$ cat src/rtl/hazard_pkg.sv
// Shared types for the hazard unit: forwarding select encoding, MDU tracking states and
// the default register-index width.
package hazard_pkg;

   localparam int unsigned REG_W_DEFAULT = 5;

   typedef enum logic [1:0] {
      FWD_RF = 2'b00,
      FWD_W  = 2'b01,
      FWD_M  = 2'b10
   } fwd_sel_t;

   typedef enum logic {
      IDLE = 1'b0,
      BUSY = 1'b1
   } mdu_state_t;

endpackage

$ cat src/rtl/mdu_scoreboard.sv
// Tracks the single in-flight non-blocking MDU op: IDLE/BUSY FSM, per-GPR and HI/LO busy
// bits, and the D-stage scoreboard stall term.
module mdu_scoreboard
   import hazard_pkg::*;
#(
   parameter int unsigned REG_W = REG_W_DEFAULT,
   parameter int unsigned NREG  = 2 ** REG_W
) (
   input  logic             clk,
   input  logic             rst,
   input  logic [REG_W-1:0] rsD,
   input  logic [REG_W-1:0] rtD,
   input  logic [REG_W-1:0] writeregD,
   input  logic             hiloreadD,
   input  logic             mdustartD,
   input  logic [REG_W-1:0] writeregE,
   input  logic             mdustartE,
   input  logic             mdu_gprE,
   input  logic             mdu_done,
   input  logic             excM,
   output logic             mdu_busy,
   output logic             sb
);

   mdu_state_t       state_q, state_d;
   logic [NREG-1:0]  busyGpr_q, busyGpr_d;
   logic             busyHilo_q, busyHilo_d;
   logic [REG_W-1:0] dest_q, dest_d;
   logic             selGpr_q, selGpr_d;

   always_ff @(posedge clk or posedge rst) begin
      if (rst) begin
         state_q    <= IDLE;
         busyGpr_q  <= '0;
         busyHilo_q <= 1'b0;
         dest_q     <= '0;
         selGpr_q   <= 1'b0;
      end else begin
         state_q    <= state_d;
         busyGpr_q  <= busyGpr_d;
         busyHilo_q <= busyHilo_d;
         dest_q     <= dest_d;
         selGpr_q   <= selGpr_d;
      end
   end

   always_comb begin
      state_d    = state_q;
      busyGpr_d  = busyGpr_q;
      busyHilo_d = busyHilo_q;
      dest_d     = dest_q;
      selGpr_d   = selGpr_q;
      case (state_q)
         IDLE: begin
            // An excepting M-stage instruction kills the younger op trying to issue from E.
            if (mdustartE && !excM) begin
               state_d  = BUSY;
               dest_d   = writeregE;
               selGpr_d = mdu_gprE && (writeregE != '0);
               if (selGpr_d) busyGpr_d[writeregE] = 1'b1;
               else          busyHilo_d           = 1'b1;
            end
         end
         BUSY: begin
            if (mdu_done) begin
               state_d = IDLE;
               if (selGpr_q) busyGpr_d[dest_q] = 1'b0;
               else          busyHilo_d        = 1'b0;
            end
         end
         default: state_d = IDLE;
      endcase
   end

   always_comb begin
      mdu_busy = (state_q == BUSY);
      sb       = 1'b0;
      if (state_q == BUSY) begin
         sb = ((rsD != '0) && busyGpr_q[rsD]) ||
              ((rtD != '0) && busyGpr_q[rtD]) ||
              (hiloreadD && busyHilo_q) ||
              mdustartD ||
              ((writeregD != '0) && busyGpr_q[writeregD]);
      end
   end

endmodule

$ cat src/rtl/hazard_sb.sv
// 5-stage MIPS hazard unit with forwarding, load-use/branch/jr stalls, MDU scoreboard,
// exception flushes and a saturating stall-cycle counter.
module hazard_sb
   import hazard_pkg::*;
#(
   parameter int unsigned REG_W = REG_W_DEFAULT,
   parameter int unsigned NREG  = 2 ** REG_W,
   parameter int unsigned CNT_W = 32
) (
   input  logic             clk,
   input  logic             rst,
   input  logic [REG_W-1:0] rsD,
   input  logic [REG_W-1:0] rtD,
   input  logic [REG_W-1:0] writeregD,
   input  logic             branchD,
   input  logic             jrD,
   input  logic             hiloreadD,
   input  logic             mdustartD,
   input  logic [REG_W-1:0] rsE,
   input  logic [REG_W-1:0] rtE,
   input  logic [REG_W-1:0] writeregE,
   input  logic             regwriteE,
   input  logic             memtoregE,
   input  logic             mdustartE,
   input  logic             mdu_gprE,
   input  logic [REG_W-1:0] writeregM,
   input  logic             regwriteM,
   input  logic             memtoregM,
   input  logic [REG_W-1:0] writeregW,
   input  logic             regwriteW,
   input  logic             mdu_done,
   input  logic             excM,
   input  logic             perf_clr,
   output logic             forwardaD,
   output logic             forwardbD,
   output logic [1:0]       forwardaE,
   output logic [1:0]       forwardbE,
   output logic             stallF,
   output logic             stallD,
   output logic             flushD,
   output logic             flushE,
   output logic             flushM,
   output logic             flushW,
   output logic             mdu_busy,
   output logic [CNT_W-1:0] stall_cycles
);

   fwd_sel_t   fwdaE, fwdbE;
   logic       lwStall, brStall, jrStall, sbStall, anyStall, stall;
   logic       eHitsD, mHitsD;
   logic [CNT_W-1:0] stallCnt_q;

   mdu_scoreboard #(
      .REG_W(REG_W),
      .NREG (NREG)
   ) u_sb (
      .clk      (clk),
      .rst      (rst),
      .rsD      (rsD),
      .rtD      (rtD),
      .writeregD(writeregD),
      .hiloreadD(hiloreadD),
      .mdustartD(mdustartD),
      .writeregE(writeregE),
      .mdustartE(mdustartE),
      .mdu_gprE (mdu_gprE),
      .mdu_done (mdu_done),
      .excM     (excM),
      .mdu_busy (mdu_busy),
      .sb       (sbStall)
   );

   always_comb begin
      forwardaD = (rsD != '0) && (rsD == writeregM) && regwriteM;
      forwardbD = (rtD != '0) && (rtD == writeregM) && regwriteM;

      fwdaE = FWD_RF;
      if ((rsE != '0) && (rsE == writeregM) && regwriteM)      fwdaE = FWD_M;
      else if ((rsE != '0) && (rsE == writeregW) && regwriteW) fwdaE = FWD_W;

      fwdbE = FWD_RF;
      if ((rtE != '0) && (rtE == writeregM) && regwriteM)      fwdbE = FWD_M;
      else if ((rtE != '0) && (rtE == writeregW) && regwriteW) fwdbE = FWD_W;

      forwardaE = fwdaE;
      forwardbE = fwdbE;
   end

   always_comb begin
      eHitsD   = (writeregE != '0) && ((writeregE == rsD) || (writeregE == rtD));
      mHitsD   = (writeregM != '0) && ((writeregM == rsD) || (writeregM == rtD));
      lwStall  = memtoregE && eHitsD;
      brStall  = branchD && ((regwriteE && eHitsD) || (memtoregM && mHitsD));
      jrStall  = jrD && ((regwriteE && eHitsD) || (memtoregM && mHitsD));
      anyStall = lwStall || brStall || jrStall || sbStall;
      // The exception flush wins: stalling D/F would hold the faulting path in the pipe.
      stall    = anyStall && !excM;
      stallF   = stall;
      stallD   = stall;
      flushE   = anyStall || excM;
      flushD   = excM;
      flushM   = excM;
      flushW   = 1'b0;
   end

   always_ff @(posedge clk or posedge rst) begin
      if (rst)                             stallCnt_q <= '0;
      else if (perf_clr)                   stallCnt_q <= '0;
      else if (stall && stallCnt_q != '1)  stallCnt_q <= stallCnt_q + CNT_W'(1);
   end

   assign stall_cycles = stallCnt_q;

endmodule

$ cat config.mk
export PLATFORM = sky130hd
export DESIGN_NAME = hazard_sb
export DESIGN_NICKNAME = d
export VERILOG_FILES = /design/src/rtl/hazard_pkg.sv /design/src/rtl/mdu_scoreboard.sv /design/src/rtl/hazard_sb.sv
export SDC_FILE = /design/constraint.sdc
export NUM_CORES = 1
export LEC_CHECK = 0
export CORE_MARGIN = 2
export CORE_UTILIZATION = 40
export CTS_CLUSTER_DIAMETER = 60
export DETAILED_ROUTE_END_ITERATION = 12
export DONT_BUFFER_PORTS = 1
export GPL_TIMING_DRIVEN = 0
export PLACE_DENSITY_LB_ADDON = 0.1
export SYNTH_ARGS = -nofsm -noshare
export SYNTH_HDL_FRONTEND = slang
export SYNTH_SLANG_ARGS = --single-unit
$ cat constraint.sdc
create_clock -name clk -period 6.6 [get_ports clk]
set_input_delay 1.32 -clock clk [delete_from_list [all_inputs] [get_ports clk]]
set_output_delay 1.32 -clock clk [all_outputs]
set_load 0.05 [all_outputs]
==> flow_metrics.env <==
export IMPL_setup_ws_ns=1.16
export IMPL_hold_path_class="flop to flop"
export IMPL_synth_edf_count=0
export IMPL_setup_violations_final=0
export IMPL_yosys_warnings=0
export IMPL_rsz0062_at_grt="false"
export IMPL_met3_length_um=867
export IMPL_die_area_sq_um=13400
export IMPL_route_antenna_remaining_nets=0
export IMPL_status="finished clean"
export IMPL_path_clk_slew_ns=0.06
export IMPL_cts_tree="built"
export IMPL_async_flop_share_pct=100
export IMPL_drt_wl_total_um=14200
export IMPL_dp_slack_ns=1.21
export IMPL_antenna_found_initial=0
export IMPL_yosys_area_top_type="dfrtp_1"
export IMPL_cts_buffers=9
export IMPL_reg2reg_depth=9
export IMPL_synthesis_nets=601
export IMPL_min_period_over_period_pct=82.4
export IMPL_ir_worst_vdd_v=0.000161
export IMPL_maxCapViolations=0
export IMPL_die_w_um=116
export IMPL_synth_top_family_by_area="simple AND/OR/NAND/NOR gates"
export IMPL_die_h_um=116
export IMPL_synth_fa_ha_area_share_pct=0.251
export IMPL_worst_slew_pin_slew_ns=1.26
export IMPL_routedLengthMet1_um=6080
export IMPL_final_common_cell="o21ai_0"
export IMPL_final_util_pct=46.1
export IMPL_nFillCells=1171
export IMPL_r2r_setup_slack_ns=2.87
export IMPL_htree_levels=3
export IMPL_vias=4315
export IMPL_port_buffers=0
export IMPL_drc=0
export IMPL_netlist_instances=544
export IMPL_clkLatencyLatePin_ns=0.33
export IMPL_synth_compound_area_share_pct=16.0
export IMPL_mostFrequentLayoutCells="o21ai_0, dfrtp_1, nand2_1"
export IMPL_grt_pass1_wl_um=22400
export IMPL_synth_mux_area_share_pct=12.7
export IMPL_wl_per_cell_um=19.4
export IMPL_clockRootBuffer="clkbuf_16"
export IMPL_highest_layer="met4"
export IMPL_post_cts_buffers=0
export IMPL_cts_resized=0
export IMPL_core_area_sq_um=12100
export IMPL_ys_seq_elements=72
export IMPL_tns_ns=0
export IMPL_gr_total_overflow=0
export IMPL_cp_start_kind="input pin"
export IMPL_hold_viol=0
export IMPL_slew_violations=0
export IMPL_drive_gt1_share_pct=12.4
export IMPL_start_util_pct=41.3
export IMPL_grt_pass1_vias=4168
export IMPL_rows=40
export IMPL_gp_congestion=0.887
export IMPL_path_max_fanout=11
export IMPL_fmax_ghz=0.184
export IMPL_cellLeakagePower_nw=2.08
export IMPL_synth_area_sq_um=4980
export IMPL_grt_max_degree=73
export IMPL_synth_ff_type="dfrtp_1"
export IMPL_routed_wl_met2_um=7080
export IMPL_final_min_clock_period_ns=5.44
export IMPL_synth_seq_area_share_pct=36.2
export IMPL_antennaDiodeCount=0
export IMPL_synth_area_top_cells="dfrtp_1, o21ai_0, mux4_2"
export IMPL_track_usage_pct=21.4
export IMPL_ios=101
export IMPL_critPathRequiredTime_ns=5.28
export IMPL_vias_per_cell=5.89
export IMPL_whs_path_depth=2
export IMPL_relSlewSlack_pct=15.2
export IMPL_criticalPathCategory="input pin to primary output"
export IMPL_synth_xor_area_share_pct=8.26
export IMPL_synthSimpleGateAreaFrac_pct=22.1
export IMPL_drt_initial_drc_count=332
export IMPL_first_pass_iters=5
export IMPL_synth_top_area_share_pct=36.2
export IMPL_cts_buffer_depth=2
export IMPL_cts_num_sinks=72
export IMPL_cp_arrival_ns=4.12
export IMPL_layout_nets=616
export IMPL_cts_hold_fix_buffers=0
export IMPL_total_power_w=0.00134
export IMPL_end_kind="primary output"
export IMPL_yosysUniqueCellTypes=55
export IMPL_finClkSkew_ns=0.00764
export IMPL_syn_area_per_cell_sq_um=9.16
export IMPL_power_density_nw_per_um2=240
export IMPL_area_growth_pct=11.7
export IMPL_hpwl_um=10800
## cells by family after synthesis
family | Yosys count
flops | 72
xor+xnor | 47
fa+ha+maj | 1
buf+inv | 46
mux | 41
other cells | 1
compound gates | 135
simple gates | 201
## synth_stat cells (5+ instances only)
cell	instances
or4_1	7
or3_1	18
nand2_1	37
buf_4	7
buf_2	7
nand4_1	14
xor2_1	19
nand2b_1	8
nor4_1	5
mux4_2	13
clkbuf_1	17
inv_1	10
nand3_1	32
nor2b_1	14
mux2i_1	17
nand3b_1	5
dfrtp_1	72
o21ai_0	77
a21oi_1	32
nor2_1	29
mux2_2	8
nor3_1	9
xnor2_1	28
## where the power goes
| part | leakage [nW] | internal, W | switching (W) |
|---|---|---|---|
| Clock | 0.141 | 0.000292 | 0.000193 |
| Sequential | 0.966 | 0.000495 | 0.0000686 |
| Combinational | 0.970 | 0.000129 | 0.000158 |
## state kept, by name, indices dropped and copies added (netlist names)
register and cells:
u_sb.mdu_busy 1, u_sb.dest_q 5, u_sb.selGpr_q 1, u_sb.busyGpr_q 32, u_sb.busyHilo_q 1, stall_cycles 32
## layer usage
layer	vias to the layer above	GRT usage (%)
li1	2039	-
met1	2122	27.9
met2	140	35.5
met3	14	5.02
met4	0	6.18
met5	-	0
## worst paths after layout
kind                                         start                to
worst max-delay path                        rsD[1]            stallF
worst min-delay path               u_sb.busyHilo_q   u_sb.busyHilo_q
worst max register to register  u_sb.busyGpr_q[16]  stall_cycles[28]
worst min register to register     u_sb.busyHilo_q   u_sb.busyHilo_q
max in group asynchronous                      rst   stall_cycles[6]
min in group asynchronous                      rst  stall_cycles[22]
## area by class of cell
cell class | instances | area (sq um) | share of cell area [%]
clock buffers | 9 | 225 | 4.05
inverters | 10 | 40.0 | 0.719
clock inverters | 7 | 72.6 | 1.30
flip-flops and latches | 72 | 1800 | 32.4
plain buffers | 36 | 185 | 3.33
repair buffers | 4 | 42.5 | 0.764
well taps | 168 | 210 | 3.78
multi-input cells | 426 | 2990 | 53.7
## worst max-delay path, cell delays in order
cell and delay (ns):
clkbuf_1 0.44, nor2b_1 0.16, a221o_1 0.39, o21ai_0 0.27
nor4_2 0.13, a311oi_4 1.04, buf_4 0.36
## metrics by stage
step,std cells,hold slack [ns],cell area (sq um)
floorplan,544,0.470,4980
global placement,712,0.508,5190
detailed placement,716,0.520,5270
CTS,732,0.533,5570
global route,732,0.571,5570
finish,732,0.528,5570
(Power assumes the default switching activity.)
